<file path="src/rtl/video_capture_pkg.sv">
`default_nettype none
// ============================================================================
// Module      : video_capture_pkg
// Description : Shared types and helpers for the video capture decoder.
// Revision    : 1.0 - initial release
// ============================================================================
package video_capture_pkg;

    typedef enum logic [1:0] {
        ST_SEARCH  = 2'd0,
        ST_MEASURE = 2'd1,
        ST_VERIFY  = 2'd2,
        ST_LOCKED  = 2'd3
    } cap_state_e;

    localparam int DEFAULT_POS_WIDTH = 10;
    localparam int DEFAULT_CNT_WIDTH = 12;

    // Maps a raw sync pin onto "1 = pulse active" regardless of panel polarity.
    function automatic logic normalize_sync(input logic raw, input logic active_low);
        return raw ^ active_low;
    endfunction

endpackage
`default_nettype wire

</file>
<file path="src/rtl/video_edge_detect.sv">
`default_nettype none
// ============================================================================
// Module      : video_edge_detect
// Description : Registers a small bundle of level signals and emits per-bit
//               leading or falling edge strobes plus the MSB's current level.
// Revision    : 1.0 - initial release
// ============================================================================
module video_edge_detect #(
    parameter int               WIDTH     = 3,
    parameter logic [WIDTH-1:0] FALL_MASK = '0
) (
    input  logic             clk_i,
    input  logic             rst_i,
    input  logic [WIDTH-1:0] sig_i,
    output logic [WIDTH-1:0] event_o,
    output logic             msb_level_o
);

    logic [WIDTH-1:0] cur_q;
    logic [WIDTH-1:0] prev_q;

    always_ff @(posedge clk_i) begin
        if (rst_i) begin
            cur_q  <= '0;
            prev_q <= '0;
        end else begin
            cur_q  <= sig_i;
            prev_q <= cur_q;
        end
    end

    // Bits selected by FALL_MASK report falling edges, the rest leading edges.
    assign event_o     = (FALL_MASK & ~cur_q & prev_q) | (~FALL_MASK & cur_q & ~prev_q);
    assign msb_level_o = cur_q[WIDTH-1];

endmodule
`default_nettype wire

</file>
<file path="src/rtl/video_capture_decoder.sv">
`default_nettype none
// ============================================================================
// Module      : video_capture_decoder
// Description : Parallel RGB receiver: recovers x/y, measures frame geometry,
//               locks after two matching frames and emits a qualified stream.
// Revision    : 1.0 - initial release
// ============================================================================
module video_capture_decoder
    import video_capture_pkg::*;
#(
    parameter bit SYNC_ACTIVE_LOW = 1'b1,
    parameter int POS_WIDTH       = DEFAULT_POS_WIDTH,
    parameter int CNT_WIDTH       = DEFAULT_CNT_WIDTH
) (
    input  logic                 disp_clk,
    input  logic                 reset,
    input  logic                 en,
    input  logic                 in_hsync,
    input  logic                 in_vsync,
    input  logic                 in_de,
    input  logic [7:0]           in_red,
    input  logic [7:0]           in_green,
    input  logic [7:0]           in_blue,
    output logic                 pix_valid,
    output logic [POS_WIDTH-1:0] pix_x,
    output logic [POS_WIDTH-1:0] pix_y,
    output logic [7:0]           pix_red,
    output logic [7:0]           pix_green,
    output logic [7:0]           pix_blue,
    output logic                 pix_sof,
    output logic                 pix_eol,
    output logic                 locked,
    output logic [POS_WIDTH-1:0] frame_width,
    output logic [POS_WIDTH-1:0] frame_height,
    output logic [CNT_WIDTH-1:0] line_total,
    output logic                 error
);

    localparam logic [POS_WIDTH-1:0] POS_MAX = '1;
    localparam logic [CNT_WIDTH-1:0] CNT_MAX = '1;

    logic [2:0] sync_norm;
    logic [2:0] sync_evt;
    logic       de_s1;
    logic       hs_lead, vs_lead, de_fall;

    assign sync_norm = {in_de,
                        normalize_sync(in_vsync, SYNC_ACTIVE_LOW),
                        normalize_sync(in_hsync, SYNC_ACTIVE_LOW)};

    video_edge_detect #(
        .WIDTH     (3),
        .FALL_MASK (3'b100)
    ) u_edge (
        .clk_i       (disp_clk),
        .rst_i       (reset),
        .sig_i       (sync_norm),
        .event_o     (sync_evt),
        .msb_level_o (de_s1)
    );

    assign hs_lead = sync_evt[0];
    assign vs_lead = sync_evt[1];
    assign de_fall = sync_evt[2];

    cap_state_e           state_q;
    logic [POS_WIDTH-1:0] x_cnt_q, y_cnt_q, last_w_q, cand_w_q, cand_h_q;
    logic [CNT_WIDTH-1:0] line_clk_q, last_lt_q, cand_lt_q;
    logic [23:0]          rgb_s1_q, pix_rgb_q;
    logic [POS_WIDTH-1:0] pix_x_q, pix_y_q;
    logic                 pix_valid_q, pix_sof_q, pix_eol_q, error_q;

    logic [POS_WIDTH-1:0] x_now, y_now, meas_w, meas_h;
    logic [CNT_WIDTH-1:0] meas_lt;
    logic                 geom_ok, sat, violation, load_cand, valid_d;

    // A DE fall coincident with the vsync edge still belongs to the ending frame.
    always_comb begin
        x_now     = hs_lead ? '0 : x_cnt_q;
        y_now     = vs_lead ? '0 : y_cnt_q;
        meas_w    = de_fall ? x_cnt_q : last_w_q;
        meas_h    = (de_fall && (y_cnt_q != POS_MAX)) ? y_cnt_q + POS_WIDTH'(1) : y_cnt_q;
        meas_lt   = hs_lead ? line_clk_q : last_lt_q;
        geom_ok   = (meas_w == cand_w_q) && (meas_h == cand_h_q) && (meas_lt == cand_lt_q);
        sat       = (x_cnt_q == POS_MAX) || (y_cnt_q == POS_MAX) || (line_clk_q == CNT_MAX);
        violation = (vs_lead && !geom_ok) ||
                    (de_fall && (x_cnt_q != cand_w_q)) ||
                    (hs_lead && (line_clk_q != cand_lt_q)) ||
                    sat;
        load_cand = en && (((state_q == ST_MEASURE) && vs_lead) ||
                           ((state_q == ST_VERIFY) && vs_lead && !geom_ok) ||
                           ((state_q == ST_LOCKED) && violation));
        valid_d   = en && (state_q == ST_LOCKED) && !violation && de_s1;
    end

    always_ff @(posedge disp_clk) begin
        if (reset) begin
            state_q     <= ST_SEARCH;
            x_cnt_q     <= '0;
            y_cnt_q     <= '0;
            line_clk_q  <= '0;
            last_w_q    <= '0;
            last_lt_q   <= '0;
            cand_w_q    <= '0;
            cand_h_q    <= '0;
            cand_lt_q   <= '0;
            error_q     <= 1'b0;
            rgb_s1_q    <= '0;
            pix_rgb_q   <= '0;
            pix_x_q     <= '0;
            pix_y_q     <= '0;
            pix_valid_q <= 1'b0;
            pix_sof_q   <= 1'b0;
            pix_eol_q   <= 1'b0;
        end else begin
            error_q <= 1'b0;
            if (!en) begin
                state_q <= ST_SEARCH;
            end else begin
                case (state_q)
                    ST_SEARCH:  if (vs_lead) state_q <= ST_MEASURE;
                    ST_MEASURE: if (vs_lead) state_q <= ST_VERIFY;
                    ST_VERIFY:  if (vs_lead && geom_ok) state_q <= ST_LOCKED;
                    ST_LOCKED: begin
                        if (violation) begin
                            state_q <= ST_VERIFY;
                            error_q <= 1'b1;
                        end
                    end
                    default:    state_q <= ST_SEARCH;
                endcase
            end

            if (load_cand) begin
                cand_w_q  <= meas_w;
                cand_h_q  <= meas_h;
                cand_lt_q <= meas_lt;
            end

            line_clk_q <= hs_lead ? CNT_WIDTH'(1)
                        : ((line_clk_q == CNT_MAX) ? line_clk_q : line_clk_q + CNT_WIDTH'(1));
            if (hs_lead) begin
                x_cnt_q <= de_s1 ? POS_WIDTH'(1) : '0;
            end else if (de_s1 && (x_cnt_q != POS_MAX)) begin
                x_cnt_q <= x_cnt_q + POS_WIDTH'(1);
            end
            y_cnt_q <= vs_lead ? '0 : meas_h;
            if (de_fall) last_w_q  <= x_cnt_q;
            if (hs_lead) last_lt_q <= line_clk_q;

            rgb_s1_q    <= {in_red, in_green, in_blue};
            pix_rgb_q   <= rgb_s1_q;
            pix_x_q     <= x_now;
            pix_y_q     <= y_now;
            pix_valid_q <= valid_d;
            pix_sof_q   <= valid_d && (x_now == '0) && (y_now == '0);
            pix_eol_q   <= valid_d && (x_now == cand_w_q - POS_WIDTH'(1));
        end
    end

    assign pix_valid    = pix_valid_q;
    assign pix_x        = pix_x_q;
    assign pix_y        = pix_y_q;
    assign pix_red      = pix_rgb_q[23:16];
    assign pix_green    = pix_rgb_q[15:8];
    assign pix_blue     = pix_rgb_q[7:0];
    assign pix_sof      = pix_sof_q;
    assign pix_eol      = pix_eol_q;
    assign locked       = (state_q == ST_LOCKED);
    assign frame_width  = cand_w_q;
    assign frame_height = cand_h_q;
    assign line_total   = cand_lt_q;
    assign error        = error_q;

endmodule
`default_nettype wire

</file>
<file path="config.mk">
export PLATFORM = sky130hd
export DESIGN_NAME = video_capture_decoder
export DESIGN_NICKNAME = d
export VERILOG_FILES = /design/src/rtl/video_capture_pkg.sv /design/src/rtl/video_edge_detect.sv /design/src/rtl/video_capture_decoder.sv
export SDC_FILE = /design/constraint.sdc
export NUM_CORES = 1
export LEC_CHECK = 0
export BUFFER_PORTS_ARGS = -buffer_cell sky130_fd_sc_hd__buf_2
export CORE_MARGIN = 2
export CORE_UTILIZATION = 45
export DETAILED_ROUTE_END_ITERATION = 8
export HOLD_SLACK_MARGIN = 0.12
export PLACE_DENSITY = 0.73
export SYNTH_ARGS = -nofsm -noshare
export SYNTH_HDL_FRONTEND = slang
export SYNTH_SLANG_ARGS = --single-unit
</file>
<file path="constraint.sdc">
create_clock -name disp_clk -period 6.4 [get_ports disp_clk]
set_clock_uncertainty 0.1 [all_clocks]
set_input_delay 1.28 -clock disp_clk [delete_from_list [all_inputs] [get_ports disp_clk]]
set_output_delay 1.28 -clock disp_clk [all_outputs]
set_load 0.01 [all_outputs]
</file>
# --- After elaboration in Yosys (flattened, before gate mapping) ---
# Cells that the tools add are included.
totals:
  inputBits: 30
  reg_bits: 166
  wordCells: 105
  output_inout_bits: 81
classes:
  n_eq_ne: 19
  n_mux: 16
  n_reduce_logical: 37
  addsub: 4
  bitwise: 9
op_table:
  columns: ["cell", "count"]
  rows:
  - ["10-bit two-way mux", 6]
  - ["10-bit equality test", 3]
  - ["10-bit by 1-bit adder with 10-bit output (second input constant)", 2]
  - ["10-bit equality test (second input constant)", 2]
  - ["10-bit zero test", 2]
  - ["10-bit != test (second input constant)", 2]
  - ["1-bit logical AND", 19]
  - ["12-bit by 1-bit adder with 12-bit output (second input constant)", 1]
  - ["12-bit equality test", 1]
  - ["12-bit equality test (second input constant)", 1]
  - ["12-bit two-way mux", 1]
  - ["12-bit != test", 1]
  - ["10-bit != test", 1]
  - ["10-bit by 1-bit subtractor with 10-bit output (second input constant)", 1]
  - ["2-bit two-way mux", 4]
  - ["2-bit case mux with 4 select lines", 1]
  - ["1-bit logical OR", 7]
  - ["2-bit != test (second input constant)", 3]
  - ["3-bit NOT", 2]
  - ["2-bit OR reduction", 3]
  - ["2-bit equality test (second input constant)", 2]
  - ["1-bit two-way mux", 4]
  - ["2-bit by 1-bit != test with 1-bit output (second input constant)", 2]
  - ["1-bit NOT", 4]
  - ["other kinds (9)", 10]

# --- Longest topological paths before layout ---
logic_depth:
  word_depth: 18
  ltp_mapped: 12
  ltp_nobuf: 10

# --- Cells and area by module ---
# Synthesis repeated with hierarchy kept, for this count alone.
unflattened:
  hier_cells: 751
  hier_area_um2: 7133.1
by_module_without_submodules:
  columns: ["mod", "area_each_um2", "instances", "seq_area_each_um2", "cells_per_inst"]
  rows:
  - ["video_capture_decoder", 6951.7, 1, 3203.1, 736]
  - ["video_edge_detect", 181.4, 1, 120.1, 15]

# --- Worst setup path before layout ---
# Ideal clock, no wire load.
synth_path:
  path_type: "register to register"
  startpoint: "reg y_cnt_q[1]"
  endpoint: "reg cand_h_q[9], in the netlist frame_height[9]"
  setup_ns: 0.121
  path_buffers: 1
  synth_period_minus_slack_ns: 3.268
  t_required_ns: 6.179
  slack_ns: 3.132
  path_stages_with_launch: 12
  arrival_ns: 3.048
  cell_sequence: "dfxtp_1 > ha_1 > xor2_1 > a222oi_1 > a21oi_1 > a2111oi_0 > nand4_1 > a2111o_1 > or2_1 > a41oi_4 > buf_6 > mux2_2"
synth_between:
  elab_chain_cells: 14
  elab_cells_between_ends: 20
  classes_between: "1 x add/sub; 3 x eq/ne; 1 x mux; 15 x reduce/logical"
synth_lines:
  columns: ["element", "line", "rtl"]
  rows:
  - ["start, declared", "video_capture_decoder.sv:67", "logic [POS_WIDTH-1:0] x_cnt_q, y_cnt_q, last_w_q, cand_w_q, cand_h_q;"]
  - ["start signal, assigned", "video_capture_decoder.sv:147", "y_cnt_q <= vs_lead ? '0 : meas_h;"]
  - ["branches (longest 14 deep; another with 10-bit by 1-bit adder with 10-bit output)", null, null]
  - ["end signal, assigned", "video_capture_decoder.sv:136", "cand_h_q <= meas_h;"]
  - ["end, declared", "video_capture_decoder.sv:67", null]
# Parallel ways; which one is timed is not known.
# A chain may end at the register's enable or synchronous reset.

# --- Final worst setup path ---
layout_path:
  startpoint: "reg u_edge.cur_q[2]"
  endpoint: "reg cand_lt_q[8], in the netlist line_total[8]"
layout_between:
  elab_chain_cells: 16
  elab_cells_between_ends: 21
  classes_between: "2 x eq/ne; 2 x mux; 3 x bitwise; 14 x reduce/logical"
layout_lines:
  columns: ["element", "line", "rtl"]
  rows:
  - ["start, declared", "video_edge_detect.sv:19", "logic [WIDTH-1:0] cur_q;"]
  - ["start signal, assigned", "video_edge_detect.sv:27", "cur_q <= sig_i;"]
  - ["3-bit NOT (*)", "video_edge_detect.sv:33", "assign event_o = (FALL_MASK & ~cur_q & prev_q) | (~FALL_MASK & cur_q & ~prev_q);"]
  - ["3-bit AND (*)", "video_edge_detect.sv:33", null]
  - ["3-bit OR (*)", "video_edge_detect.sv:33", null]
  - ["1-bit logical AND", "video_capture_decoder.sv:82", "meas_h = (de_fall && (y_cnt_q != POS_MAX)) ? y_cnt_q + POS_WIDTH'(1) : y_cnt_q;"]
  - ["10-bit two-way mux", "video_capture_decoder.sv:82", null]
  - ["10-bit equality test", "video_capture_decoder.sv:84", "geom_ok = (meas_w == cand_w_q) && (meas_h == cand_h_q) && (meas_lt == cand_lt_q);"]
  - ["1-bit logical AND (2 in series)", "video_capture_decoder.sv:84", null]
  - ["1-bit zero test", "video_capture_decoder.sv:86, video_capture_decoder.sv:91", null]
  - ["1-bit logical AND", "video_capture_decoder.sv:86", "violation = (vs_lead && !geom_ok) ||"]
  - ["1-bit logical OR", "video_capture_decoder.sv:86", null]
  - ["1-bit logical OR", "video_capture_decoder.sv:87", "(de_fall && (x_cnt_q != cand_w_q)) ||"]
  - ["1-bit logical OR", "video_capture_decoder.sv:88", "(hs_lead && (line_clk_q != cand_lt_q)) ||"]
  - ["1-bit logical AND", "video_capture_decoder.sv:92", "((state_q == ST_LOCKED) && violation));"]
  - ["1-bit logical OR (*)", "video_capture_decoder.sv:91", "((state_q == ST_VERIFY) && vs_lead && !geom_ok) ||"]
  - ["1-bit logical AND (*)", "video_capture_decoder.sv:90", "load_cand = en && (((state_q == ST_MEASURE) && vs_lead) ||"]
  - ["end signal, assigned", "video_capture_decoder.sv:137", "cand_lt_q <= meas_lt;"]
  - ["end, declared", "video_capture_decoder.sv:68", "logic [CNT_WIDTH-1:0] line_clk_q, last_lt_q, cand_lt_q;"]
# Every way passes the cells marked *; elsewhere a longest branch is shown, timed or not.

==> flow_summary.yaml <==
hold_path:
  hold_path.class: "register to register"
  holdPathStages: 1
setup_path:
  critPathRequiredTime_ps: 6610
  crit_slowest_cell: "nand2b_1"
  critPathLaunchType: "register"
  max_stage_delay_ps: 740
  critPathCaptureType: "register"
  worstSetupPathType: "register to register"
  crit_chain: "nand2b_1 > mux2i_1 > o22ai_1 > nor4_1 > nand4_1 > a2111o_1 > or2_1 > a41oi_4 > buf_4 > mux2_2"
  cp_max_fo: 22
  critPathArrivalTime_ps: 4720
  reg2reg_depth: 10
place:
  port_buffers: 110
  place_hpwl_um: 12400
  placed_area_um2: 7850
  place.gp.congestion: 0.933
synth:
  synth_top_family_by_area: "simple AND/OR/NAND/NOR gates"
  yosysTopAreaCellShare_pct: 45.9
  ys_types: 64
  yosys.area_share.simple_pct: 24.4
  synth_xor_area_share_pct: 6.03
  syn-cell-area_um2: 7240
  synth_warnings: 0
  synth_nets: 848
  synth.avg_cell_area_um2: 8.90
  synth_fa_ha_area_share_pct: 0.691
  ys_top_cells_by_area: "dfxtp_1 (46%), nor2b_1 (6.8%), mux2_2 (4.5%)"
  yosys.area.top_type: "dfxtp_1"
  async_flop_share_pct: 0
  synth_mux_area_share_pct: 5.94
  synthCells: 814
  synthFlopType: "dfxtp_1"
  seq_area_frac_synth_pct: 45.9
  synth_compound_area_share_pct: 11.9
  synth-edff-count: 0
  ys_ff_latch: 166
timing:
  clock.fmax_ghz: 0.222
  period_share_pct: 70.5
  slew_headroom_pct: 31.7
  rsz0062_at_grt: "no"
  setup_violations: 0
  finalHoldViolCount: 0
  worst_pin_slew_ps: 1020
  final.setup.tns_ps: 0
  hold_slack_ps: 336
  period_needed_ps: 4510
  slew_violations: 0
run:
  max-cap-violations: 0
floorplan:
  dieArea_um2: 17100
  core_um2: 15800
  row_count: 46
  start_util_pct: 45.8
  boundaryPins: 111
  die_h_um: 131
  die_x_um: 131
grt:
  grt_pass1_wl_um: 28200
  overflow: 0
  grt_max_degree: 85
  grt_pass1_vias: 5614
  grt_antenna_before_repair: 0
  grt_util_all_layers_pct: 21.2
power_and_ir_drop:
  clockPowerShare_pct: 46.0
  swShare_pct: 23.0
  power_w: 0.00215
  cell_internal_pwr_w: 0.00165
  vdd_drop_max_v: 0.000191
  leakage_nw: 3.57
  powerDensity_nw_per_um2: 255
  p_sw_w: 0.000494
  seqPwrFrac_pct: 49.5
  power_frac_comb_pct: 4.4
clock_tree:
  clock_latency_ps: 420
  path_clk_slew_ps: 70
  cts_made_buffers: 17
  clk_path_buf_depth: 2
  cts_tree: "yes"
  cts_resized: 0
  cts_max_level: 4
  post_cts_buffers: 0
  cts.sinks: 166
  cts_hold_buf: 0
  cts-root-buf: "clkbuf_16"
drt:
  drtIter0Drc: 534
  vias_per_cell: 5.33
  routed_wl_um: 17600
  drtAntennaViolNets: 0
  detail_route.wl_per_cell_um: 15.7
  first_pass_iters: 6
  drc: 0
  via_count: 5978
finish:
  antenna_cells: 0
  layout.nets: 926
  final_area_um2: 8420
  drive_gt1_share_pct: 20.6
  area_delta_synth_final_pct: 16.2
  fillerInstances: 1477
run_status:
  status: "completed"
[cell families after synthesis]
| family | after synthesis |
|---|---|
| AND/OR/NAND/NOR | 343 |
| flip-flops | 166 |
| AO/OA/AOI/OAI | 125 |
| buffers and inverters | 88 |
| XOR/XNOR | 49 |
| multiplexers | 39 |
| adder cells (fa/ha/maj) | 4 |
[placed cells by master (no fill, tap or decap), drive strengths merged, types with 8 or more instances in the layout]
| cell | netlist | final |
|---|---|---|
| a21oi | 42 | 42 |
| and2 | 20 | 20 |
| and3 | 11 | 11 |
| buf | 14 | 114 |
| clkbuf | 41 | 20 |
| dfxtp | 166 | 166 |
| inv | 33 | 38 |
| mux2 | 32 | 32 |
| nand2 | 73 | 73 |
| nand3 | 18 | 18 |
| nand4 | 8 | 8 |
| nor2 | 84 | 84 |
| nor2b | 79 | 79 |
| nor3 | 14 | 14 |
| nor4 | 10 | 10 |
| o21ai | 16 | 16 |
| o22ai | 8 | 8 |
| xnor2 | 23 | 23 |
| xor2 | 26 | 26 |
[registers in the layout, indices dropped and copies added (netlist names), 3 cells and up]
signal / cells
last_lt_q: 12
line_total: 12
pix_y: 10
rgb_s1_q: 24
y_cnt_q: 10
frame_height: 10
pix_x: 10
last_w_q: 10
frame_width: 10
pix_rgb_q: 24
u_edge.cur_q: 3
x_cnt_q: 10
u_edge.prev_q: 3
line_clk_q: 12
[critical path, delay by kind of cell, from the launching register on]
| family | cells | cell delay, ps |
|---|---|---|
| flops | 1 | 580 |
| simple gates | 4 | 1460 |
| buf+inv | 1 | 380 |
| compound gates | 3 | 1130 |
| mux | 2 | 730 |
[cell usage after synthesis, drive strengths merged (2+ instances only)]
library cell and count:
dfxtp 166, nor2 84, nor2b 79, nand2 73, a21oi 42, clkbuf 41
inv 33, mux2 32, xor2 26, xnor2 23, and2 20, nand3 18
o21ai 16, buf 14, nor3 14, and3 11, nor4 10, nand4 8
o22ai 8, a31oi 7, mux2i 7, or2 6, a2111oi 5, a222oi 5
nor4b 5, o211ai 5, a211oi 4, a22oi 4, and4 4, ha 4
nand2b 4, nand3b 4, a211o 3, a41oi 3, o221ai 3, o32ai 3
a221oi 2, a2bb2oi 2, a32o 2
[layout make-up]
type / instances / area (um^2) / share of cell area, %
Timing Repair Buffer: 114 / 583 / 6.93
Tap cell: 216 / 270 / 3.21
Multi-Input combinational cell: 560 / 3540 / 42.1
Clock inverter: 12 / 116 / 1.38
Sequential cell: 166 / 3320 / 39.5
Clock buffer: 20 / 457 / 5.43
Inverter: 33 / 124 / 1.47
[per-layer routing]
layer / GRT usage [%] / wire [um] / vias to the layer above
met5: 0 / 0 / -
met3: 5.74 / 1200 / 36
met4: 9.64 / 478 / 0
li1: - / - / 2935
met1: 27.0 / 7850 / 2780
met2: 33.7 / 8050 / 227
[power by group through the flow]
stage / combinational, W / clock (W) / sequential, W
global placement: 0.0000932 / 0 / 0.00108
CTS: 0.0000952 / 0.00101 / 0.00106
finish: 0.0000951 / 0.000988 / 0.00106
floorplan: 0.0000632 / 0 / 0.00109
global route: 0.000105 / 0.00106 / 0.00106
detailed placement: 0.0000948 / 0 / 0.00109
[final timing paths]
check | slack, ps | to | from
worst min-delay path | 340 | pix_rgb_q[13]$_SDFF_PP0_ | rgb_s1_q[13]$_SDFF_PP0_
worst max-delay path | 1890 | line_total[8]$_SDFFE_PP0P_ | u_edge.cur_q[2]$_SDFF_PP0_
worst min register to register | 340 | pix_rgb_q[13]$_SDFF_PP0_ | rgb_s1_q[13]$_SDFF_PP0_
worst max register to register | 1890 | line_total[8]$_SDFFE_PP0P_ | u_edge.cur_q[2]$_SDFF_PP0_
[per-stage QoR]
stage	utilization [%]	setup slack (ps)	instances
floorplan	-	3130	814
global placement	49.6	2050	1089
detailed placement	49.6	1940	1089
CTS	53.2	1910	1121
global route	53.2	1530	1121
finish	53.2	1890	1121
Power figures use the tool's default switching activity.
